<file path="config.mk">
export PLATFORM = sky130hd
export DESIGN_NAME = ran_harvester
export DESIGN_NICKNAME = d
export VERILOG_FILES = /design/src/rtl/ran_harvester.sv
export SDC_FILE = /design/constraint.sdc
export NUM_CORES = 1
export LEC_CHECK = 0
export ABC_AREA = 1
export BUFFER_PORTS_ARGS = -buffer_cell sky130_fd_sc_hd__buf_2
export CORE_AREA = 5 5 101 103
export CTS_BUF_LIST = sky130_fd_sc_hd__clkbuf_16
export DETAILED_ROUTE_END_ITERATION = 12
export DIE_AREA = 0 0 106 108
export PLACE_DENSITY = 0.76
export SETUP_SLACK_MARGIN = 0.05
export SLEW_MARGIN = 25
export SYNTH_ARGS = -nofsm -noshare
export SYNTH_HDL_FRONTEND = slang
export SYNTH_SLANG_ARGS = --single-unit
export TNS_END_PERCENT = 20
</file>
<file path="constraint.sdc">
create_clock -name i_clock -period 2.2 [get_ports i_clock]
set_input_delay 0.11 -clock i_clock [delete_from_list [all_inputs] [get_ports i_clock]]
set_output_delay 0.11 -clock i_clock [all_outputs]
set_load 0.005 [all_outputs]
</file>
<file path="src/rtl/ran_harvester.sv">
// ran_harvester: entropy-array consumer. It synchronizes and XOR-reduces the raw latch bus,
// applies von Neumann debiasing and packs the accepted bits into handshaked words.
// Optional repetition health test: define RAN_HARVEST_HEALTH_CHECK_EN.
module ran_harvester #(
    parameter int N_BLOCKS      = 12,
    parameter int WORD_W        = 32,
    parameter int SYNC_STAGES   = 2,
    parameter int SETTLE_CYCLES = 16,
    parameter int REP_LIMIT     = 64
) (
    input  logic                i_clock,
    input  logic                i_reset,
    input  logic                i_run,
    output logic                o_enb,
    input  logic [N_BLOCKS-1:0] i_block_Qs,
    output logic [WORD_W-1:0]   o_data,
    output logic                o_valid,
    input  logic                i_ready,
    output logic                o_busy,
    output logic                o_health_fail
);

    localparam logic [1:0] ST_IDLE    = 2'd0;
    localparam logic [1:0] ST_SETTLE  = 2'd1;
    localparam logic [1:0] ST_SAMPLE  = 2'd2;
    localparam logic [1:0] ST_PRESENT = 2'd3;

    localparam int CNT_W = $clog2(WORD_W + 1);
    localparam int SET_W = (SETTLE_CYCLES > 1) ? $clog2(SETTLE_CYCLES) : 1;

    if (WORD_W < 2) begin : g_bad_word_w
        $error("WORD_W must be at least 2");
    end
    if (SYNC_STAGES < 2) begin : g_bad_sync
        $error("SYNC_STAGES must be at least 2");
    end
    if (SETTLE_CYCLES < SYNC_STAGES) begin : g_bad_settle
        $error("SETTLE_CYCLES must be at least SYNC_STAGES");
    end
    if (REP_LIMIT < 1) begin : g_bad_rep
        $error("REP_LIMIT must be at least 1");
    end

    logic [N_BLOCKS-1:0] sync_q [SYNC_STAGES];
    logic                raw_bit;
    logic                health_fail;

    logic [1:0]        state_q, state_d;
    logic [SET_W-1:0]  settle_q, settle_d;
    logic              phase_q, phase_d;
    logic              a_q, a_d;
    logic [WORD_W-2:0] word_q, word_d;
    logic [CNT_W-1:0]  cnt_q, cnt_d, cnt_inc;
    logic [WORD_W-1:0] data_q, data_d, shifted;
    logic              valid_q, valid_d;

    always_ff @(posedge i_clock) begin
        if (i_reset) begin
            for (int unsigned i = 0; i < SYNC_STAGES; i++) sync_q[i] <= '0;
        end else begin
            sync_q[0] <= i_block_Qs;
            for (int unsigned i = 1; i < SYNC_STAGES; i++) sync_q[i] <= sync_q[i-1];
        end
    end

    assign raw_bit = ^sync_q[SYNC_STAGES-1];

`ifdef RAN_HARVEST_HEALTH_CHECK_EN
    localparam int REP_W = $clog2(REP_LIMIT + 1);

    logic [REP_W-1:0] rep_q, rep_d;
    logic             prev_q, prev_d;
    logic             fail_q, fail_d;

    always_comb begin
        rep_d  = '0;
        prev_d = prev_q;
        fail_d = fail_q;
        if (state_q == ST_SAMPLE) begin
            prev_d = raw_bit;
            if (rep_q == '0 || raw_bit != prev_q) rep_d = REP_W'(1);
            else if (rep_q == REP_W'(REP_LIMIT))  rep_d = rep_q;
            else                                  rep_d = rep_q + 1'b1;
            if (rep_d == REP_W'(REP_LIMIT)) fail_d = 1'b1;
        end
    end

    always_ff @(posedge i_clock) begin
        if (i_reset) begin
            rep_q  <= '0;
            prev_q <= 1'b0;
            fail_q <= 1'b0;
        end else begin
            rep_q  <= rep_d;
            prev_q <= prev_d;
            fail_q <= fail_d;
        end
    end

    assign health_fail = fail_q;
`else
    assign health_fail = 1'b0;
`endif

    // The partial word holds only WORD_W-1 bits; the final accept is merged straight into o_data.
    assign shifted = {word_q, a_q};
    assign cnt_inc = cnt_q + 1'b1;

    always_comb begin
        state_d  = state_q;
        settle_d = settle_q;
        phase_d  = phase_q;
        a_d      = a_q;
        word_d   = word_q;
        cnt_d    = cnt_q;
        data_d   = data_q;
        valid_d  = valid_q;
        case (state_q)
            ST_IDLE: begin
                settle_d = '0;
                if (i_run && !health_fail) state_d = ST_SETTLE;
            end
            ST_SETTLE: begin
                if (!i_run || health_fail) begin
                    state_d = ST_IDLE;
                end else if (settle_q == SET_W'(SETTLE_CYCLES - 1)) begin
                    state_d = ST_SAMPLE;
                    phase_d = 1'b0;
                    cnt_d   = '0;
                end else begin
                    settle_d = settle_q + 1'b1;
                end
            end
            ST_SAMPLE: begin
                if (!i_run || health_fail) begin
                    state_d = ST_IDLE;
                    phase_d = 1'b0;
                    cnt_d   = '0;
                end else if (!phase_q) begin
                    a_d     = raw_bit;
                    phase_d = 1'b1;
                end else begin
                    phase_d = 1'b0;
                    if (a_q != raw_bit) begin
                        word_d = shifted[WORD_W-2:0];
                        if (cnt_inc == CNT_W'(WORD_W)) begin
                            data_d  = shifted;
                            valid_d = 1'b1;
                            cnt_d   = '0;
                            state_d = ST_PRESENT;
                        end else begin
                            cnt_d = cnt_inc;
                        end
                    end
                end
            end
            default: begin
                phase_d = 1'b0;
                if (valid_q && i_ready) begin
                    valid_d = 1'b0;
                    cnt_d   = '0;
                    state_d = (i_run && !health_fail) ? ST_SAMPLE : ST_IDLE;
                end
            end
        endcase
    end

    always_ff @(posedge i_clock) begin
        if (i_reset) begin
            state_q  <= ST_IDLE;
            settle_q <= '0;
            phase_q  <= 1'b0;
            a_q      <= 1'b0;
            word_q   <= '0;
            cnt_q    <= '0;
            data_q   <= '0;
            valid_q  <= 1'b0;
        end else begin
            state_q  <= state_d;
            settle_q <= settle_d;
            phase_q  <= phase_d;
            a_q      <= a_d;
            word_q   <= word_d;
            cnt_q    <= cnt_d;
            data_q   <= data_d;
            valid_q  <= valid_d;
        end
    end

    assign o_enb         = (state_q != ST_IDLE);
    assign o_busy        = (state_q != ST_IDLE);
    assign o_data        = data_q;
    assign o_valid       = valid_q;
    assign o_health_fail = health_fail;

endmodule

</file>
[After elaboration in Yosys (flattened, before gate mapping)]
Memories as Yosys holds them, arrays and structs flattened.
Cells that the tools add are included.
Operators by class
  bitwise gates (word level): 5
  equal/unequal tests: 17
  mux-type cells: 37
  reduce and logical (&&, ||, !) cells: 17
  add/subtract/negate cells: 2
Operator list (count)
  $mux 6: 7
  $mux 12: 2
  $mux 2: 9
  $pmux 6 s3: 1
  $reduce_and 6->1: 3
  $ne 2x2->1 const B: 8
  $mux 1: 12
  $ne 3x3->1 const B: 4
  $reduce_xor 12->1: 1
  $reduce_and 3->1: 3
  $mux 4: 2
  $pmux 4 s2: 1
  $add 6x1->6 const B: 1
  $eq 6x6->1 const B: 1
  $pmux 2 s3: 1
  $reduce_bool 2->1: 3
  $reduce_and 5->1: 1
  $add 4x1->4 const B: 1
  $eq 4x4->1 const B: 1
  $reduce_and 4->1: 1
  $reduce_bool 4->1: 1
  $not 1->1: 3
  $pmux 1 s3: 1
  $reduce_bool 3->1: 1
  8 further kinds: 9
Word-level totals
  memory bits (writable): 24
  memories kept: 1
  output and inout bits: 36
  register bits: 78
Memory list
  sync_q: depth 2, bits a word 12, read ports 2, clocked after Yosys merged registers in 0, write ports 2, RTL line 44  | logic [N_BLOCKS-1:0] sync_q [SYNC_STAGES];

[Depth between registers and ports, before layout]
Gate-level depths: netlist of run 1.
  depth after elaboration: 7
  mapped depth: 16
  depth with buffers taken out: 15

[Worst setup path after synthesis of run 1]
No wires, ideal clock.
  path kind: register -> register
  start: register cnt_q[0]
  end: register data_q[10], in the netlist o_data[10]
  stages on the path, launching flop included: 15
  path slack: 0.403 ns
  buffers on the path: 1
  clock period less this slack: 1.797 ns
  required time: 2.090 ns
  arrival: 1.687 ns
  cells stage by stage: dfxtp_1 -> ha_1 -> nand2_1 -> inv_1 -> nand2_1 -> xnor2_1 -> nor2_1 -> nand2_1 -> nor2_4 -> inv_1 -> nor2_4 -> buf_6 -> nand3_1 -> nand2_1 -> nor2_1
Between the ends
  cells in the longest elaborated chain, start to end: 3
RTL lines
  start, declared: RTL line 53  | logic [CNT_W-1:0] cnt_q, cnt_d, cnt_inc;
  start signal, assigned: RTL line 184  | cnt_q <= cnt_d;
  $add 6x1->6: RTL line 107  | assign cnt_inc = cnt_q + 1'b1;
  $eq 6x6->1: RTL line 146  | if (cnt_inc == CNT_W'(WORD_W)) begin
  $reduce_and 5->1 (no line)
  end signal, assigned: RTL line 185  | data_q <= data_d;
  end, declared: RTL line 54  | logic [WORD_W-1:0] data_q, data_d, shifted;
No other way between the ends.
A chain may end at the register's enable or synchronous reset.

[Final worst setup path of run 1]
  start: register cnt_q[0]
  end: register data_q[1], in the netlist o_data[1]
Same word-level chain as after synthesis.

==> results of run 1 <==
[layout make-up]
| type | count | area share |
|---|---|---|
| well taps | 111 | 0.0266 |
| flip-flops and latches | 102 | 0.391 |
| clock inverters | 6 | 0.0168 |
| inverters | 135 | 0.0974 |
| clock buffers | 9 | 0.0431 |
| repair buffers | 72 | 0.0878 |
| multi-input cells | 388 | 0.338 |
[logic make-up (layout without fill, tap and decap cells)]
group | after synthesis | after routing | synth area share
AO/OA/AOI/OAI | 53 | 53 | 0.0630
XOR/XNOR | 7 | 7 | 0.0137
adder cells (fa/ha/maj) | 2 | 2 | 0.00558
buffers and inverters | 162 | 222 | 0.151
flip-flops | 102 | 102 | 0.455
other | 1 | 1 | 0.000836
AND/OR/NAND/NOR | 325 | 325 | 0.311
[power groups by stage]
stage / registers [mW] / clock network, mW / logic, mW
2_1_floorplan: 2.02 / 0 / 0.493
3_3_place_gp: 2.03 / 0 / 0.599
3_5_place_dp: 2.03 / 0 / 0.622
4_1_cts: 1.99 / 1.69 / 0.640
5_1_grt: 2.00 / 1.77 / 0.735
6_report: 1.99 / 1.65 / 0.636
[worst min-delay path, stage by stage]
cell and delay (ns):
buf_2 0.08, inv_1 0.04, nor2_1 0.08
[timing repair]
item / in CTS / in global routing
hold buffers: 11 / 0
setup buffers: 0 / 0
hold endpoints to repair: 11 / 0
gates resized for setup: 0 / 3
setup endpoints to repair: 0 / 20
[sequential cells by signal (all words and copies together), names as in the netlist]
signal and cells:
a_q 1, cnt_q 6, o_data 32, o_valid 1, phase_q 1, settle_q 4, state_q 2, sync_q 24
word_q 31
[per-layer routing]
layer,global-route usage,vias to the layer above,share of wire
met2,0.285,67,0.49
met4,0.0666,0,0.018
met5,0,-,0
li1,-,2031,-
met1,0.191,1662,0.45
met3,0.0269,13,0.033
[path summary, 6_finish.rpt]
kind	from	to	slack, ns	cells after the start
worst min-delay path	i_block_Qs[10]	sync_q[0][10]	0.03	3
worst min register to register	sync_q[0][9]	sync_q[0][21]	0.40	2
worst max-delay path	cnt_q[0]	o_data[1]	0.20	14
worst max register to register	cnt_q[0]	o_data[1]	0.20	14
[layout by cell type, fill, tap and decap left out, drive strengths merged]
cell type,n
o21ai,33
buf,61
clkinv,3
xor2,3
clkinvlp,2
ha,2
xnor2,4
nor2,133
nand4,4
dlygate4sd3,11
nand2,143
conb,1
nor3,5
dfxtp,102
a211oi,1
nand3,39
inv,134
a21oi,19
nand3b,1
bufinv,2
clkbuf,9
==> flow_summary.ini, run 1 <==
[synthesis]
netlist_top_cells_count = 132 x inv_1, 131 x nand2_1, 130 x nor2_1, 102 x dfxtp_1, 35 x nand3_1
synth_most_common_cell = inv_1
ys_ff_latch = 102
syn-num-nets = 670
yosys.area.top_type = dfxtp_1
avgSynthCellArea_um2 = 6.88
ys_seq_area_frac = 0.455
synthTopCellsByArea = dfxtp_1 46%, inv_1 11%, nand2_1 11%
synth_warnings = 0
synth_cells = 652
async_reset_ff_frac = 0
synth_ff_type = dfxtp_1
synth_edf_count = 0
synth.top_cell.area_share = 0.455
ys_types = 30
netlist_area_mm2 = 0.00449

[global_route]
grt_pass1_vias = 3545
grt_max_degree = 48
antenna_found_initial = 0
overflow = 0
track_usage = 0.160
grt_pass1_wl_mm = 15.2

[cells_and_area]
stdcell_area_mm2 = 0.00523
regArea_mm2 = 0.00204
syn2layout_area_growth_pct = 16.5
n_fill_cell = 846
utilization = 0.574
drive_above_1_share = 0.145
n_antenna_cell = 0
final-instance-count-excl-fill = 823
layout.nets = 726
multi_input_area_mm2 = 0.00177

[pwr]
total_power_mw = 4.28
p_sw_frac = 0.268
ir_worst_vdd_v = 0.000394
power.leakage_nw = 2.46
clkPwrFrac = 0.386
power_frac_comb = 0.149
power_density_mw_per_mm2 = 818
seq_power_share = 0.466
p_int_mw = 3.13
switching_power_mw = 1.14

[sta]
whs_ns = 0.0271
hold_viol_final = 0
layout_setup_ws_ns = 0.196
fmax_mhz = 499
finalCritPeriodShare = 0.911
worst_pin_slew_ns = 0.614
period_minus_slack_ns = 2.00
finalSetupViolations = 0
rsz0062_at_grt = yes
setup_tns_ns = 0
relSlewSlack = 0.588
drv_slew = 0
final.setup_skew_ns = 0.0101

[routing]
remaining_drc_errors = 0
vias = 3773
drt-initial-drc-count = 189
vias_per_cell = 4.58
final_antenna_net_count = 0
dr.pass1.iters = 4
avgRoutedWirePerCell_um = 10.2
wirelength_mm = 8.43

[placement]
place.gp.congestion = 0.822
dp_slack_ns = 0.244
dp.final_hpwl_mm = 5.70
detailed_place.area_mm2 = 0.00480
port-buffer-count = 50
dp_cells = 797

[floorplanning]
io_pins = 52
initial_core_util = 0.493
die-area_mm2 = 0.0114
die_y_um = 108
num_rows = 35
core_area_mm2 = 0.00911
fp.dieW_um = 106

[clocking]
cts.clk_slew.worst_paths_ns = 0.07
ctsHtreeMaxLevel = 3
cts-root-to-sink-buffers = 2
cts.sink_count = 102
worstSkewPairLatency_ns = 0.34
cts_tree = yes
cts_inserted_buffers = 9
cts_root_buffer = clkbuf_16

[worst_setup_path]
critPathMaxStageDelay_ns = 0.39
critPathSlowestCell = dfxtp_1
end_kind = flop
worst_setup_path_start_kind = flop
cp_cell_sequence = ha_1 > nand2_1 > inv_1 > nand2_1 > xnor2_1 > nor2_1 > nand2_1 > nor2_4 > inv_1 > nor2_4 > buf_4 > nand3_1 > nand2_1 > nor2_1
crit_family = simple AND/OR/NAND/NOR gates
cpMostUsedCell = nand2_1
cp_max_fo = 17
arrival_ns = 2.23
worst_ep_required_time_ns = 2.43
path_class = flop to flop
critical_path_buf_inv_count = 3

[flow_run]
maxCapViolCount = 0

[min_path]
hold_class = input port to flop

[status]
outcome = complete, no violations
Note: power is estimated with default switching activity, not from simulation.
==> run 2, diff against run 1 <==
--- a/config.mk
+++ b/config.mk
@@ -11,6 +11,8 @@
 export CTS_BUF_LIST = sky130_fd_sc_hd__clkbuf_16
 export DETAILED_ROUTE_END_ITERATION = 12
 export DIE_AREA = 0 0 106 108
+export HOLD_SLACK_MARGIN = 0.03
+export MAX_ROUTING_LAYER = met4
 export PLACE_DENSITY = 0.76
 export SETUP_SLACK_MARGIN = 0.05
 export SLEW_MARGIN = 25
==> flow_summary.ini, run 2 (synthesis results as in run 1) <==
[sta]
rsz0062_at_grt = yes
finalSetupViolations = 0
relSlewSlack = 0.588
worst_pin_slew_ns = 0.614
hold_viol_final = 0
setup_tns_ns = 0
period_minus_slack_ns = 2.01
final.setup_skew_ns = 0.00821
finalCritPeriodShare = 0.913
drv_slew = 0
fmax_mhz = 498

[routing]
vias_per_cell = 4.55
remaining_drc_errors = 0
wirelength_mm = 8.45
final_antenna_net_count = 0
vias = 3753
avgRoutedWirePerCell_um = 10.3
drt-initial-drc-count = 181
dr.pass1.iters = 4

[clocking]
cts_root_buffer = clkbuf_16
cts-root-to-sink-buffers = 2
cts_inserted_buffers = 9
ctsHtreeMaxLevel = 3
cts_tree = yes
postCtsSetupBuffers = 0
worstSkewPairLatency_ns = 0.33
cts.clk_slew.worst_paths_ns = 0.07
cts.sink_count = 102

[worst_setup_path]
worst_ep_required_time_ns = 2.42
worst_setup_path_start_kind = flop
arrival_ns = 2.23
critical_path_buf_inv_count = 3
crit_family = simple AND/OR/NAND/NOR gates
critPathMaxStageDelay_ns = 0.39
cpMostUsedCell = nand2_1
end_kind = flop
cp_max_fo = 17
cp_cell_sequence = ha_1 > nand2_1 > inv_1 > nand2_1 > xnor2_1 > nor2_1 > nand2_1 > nor2_4 > inv_1 > nor2_4 > buf_4 > nand3_1 > nand2_1 > nor2_1
critPathSlowestCell = dfxtp_1
path_class = flop to flop

[global_route]
antenna_found_initial = 0
grt_max_degree = 48
grt_pass1_wl_mm = 15.2
grt_pass1_vias = 3540
overflow = 0
track_usage = 0.164

[flow_run]
maxCapViolCount = 0

[floorplanning]
io_pins = 52
core_area_mm2 = 0.00911
num_rows = 35
fp.dieW_um = 106
initial_core_util = 0.493
die_y_um = 108
die-area_mm2 = 0.0114

[min_path]
hold_class = input port to flop

[placement]
place.gp.congestion = 0.834
dp.final_hpwl_mm = 5.70
port-buffer-count = 50

[pwr]
clkPwrFrac = 0.385
ir_worst_vdd_v = 0.000392
seq_power_share = 0.466
power_density_mw_per_mm2 = 817
total_power_mw = 4.28
switching_power_mw = 1.14
p_int_mw = 3.13
power_frac_comb = 0.149
power.leakage_nw = 2.46
p_sw_frac = 0.267

[status]
outcome = complete, no violations

[cells_and_area]
mostFrequentLayoutCells = 131 x inv_1, 131 x nand2_1, 130 x nor2_1
layout.nets = 727
syn2layout_area_growth_pct = 16.8
largest_reg_flops = 32
n_fill_cell = 847
drive_above_1_share = 0.144
n_antenna_cell = 0
-- run 2: cell types whose count changed in the layout (fill, tap and decap cells not counted) --
| cell | before | now |
|---|---|---|
| dlygate4sd3_1 | 11 | 12 |
-- run 2: power groups by stage --
stage | clock [mW] | combinational (mW) | sequential [mW]
floorplan | 0 | 0.493 | 2.02
global placement | 0 | 0.599 | 2.03
detailed placement | 0 | 0.622 | 2.03
CTS | 1.69 | 0.641 | 1.99
global route | 1.77 | 0.736 | 2.00
finish | 1.65 | 0.638 | 1.99
-- run 2: final cells by class --
class,count,area (um2),area share
multi-input cells,388,1770,0.337
clock buffers,9,225,0.0430
inverters,135,509,0.0972
flip-flops and latches,102,2040,0.390
well taps,111,139,0.0265
clock inverters,6,87.6,0.0167
repair buffers,73,469,0.0896
-- run 2: what timing repair did --
item / CTS / global route
endpoints found under the hold margin: 12 / 0
hold buffers: 12 / 0
resized for setup: 0 / 3
endpoints found under the setup margin: 0 / 20
-- run 2: path summary, 6_finish.rpt --
path | start | end | slack, ns | cells after the start
max reg2reg | cnt_q[0] | o_data[1] | 0.19 | 14
min reg2reg | sync_q[0][9] | sync_q[0][21] | 0.40 | 2
max | cnt_q[0] | o_data[1] | 0.19 | 14
min | i_run | state_q[1] | 0.17 | 5
-- run 2: worst register-to-register path, cell delays in order (launching register included) --
cell,delay (ns)
dfxtp_1,0.39
ha_1,0.19
nand2_1,0.07
inv_1,0.08
nand2_1,0.06
xnor2_1,0.14
nor2_1,0.09
nand2_1,0.09
nor2_4,0.15
inv_1,0.09
nor2_4,0.11
buf_4,0.21
nand3_1,0.11
nand2_1,0.07
nor2_1,0.06
-- run 2: metal layers --
layer / global-route usage / vias to the layer above / share of wire
met3: 0.0233 / 10 / 0.027
met1: 0.192 / 1657 / 0.46
met2: 0.286 / 53 / 0.50
li1: - / 2033 / -
met4: 0.0666 / 0 / 0.015
met5: - / - / 0
-- run 2: through the flow --
stage | setup WS (ns) | hold WS [ns] | util | cell area (um2) | cells
2_1_floorplan | 0.403 | 0.217 | - | 4490 | 652
3_3_place_gp | 0.355 | 0.308 | 0.527 | 4800 | 797
3_5_place_dp | 0.244 | 0.316 | 0.527 | 4800 | 797
4_1_cts | 0.200 | 0.163 | 0.574 | 5230 | 824
5_1_grt | 0.0223 | 0.204 | 0.575 | 5240 | 824
6_report | 0.192 | 0.174 | 0.575 | 5240 | 824
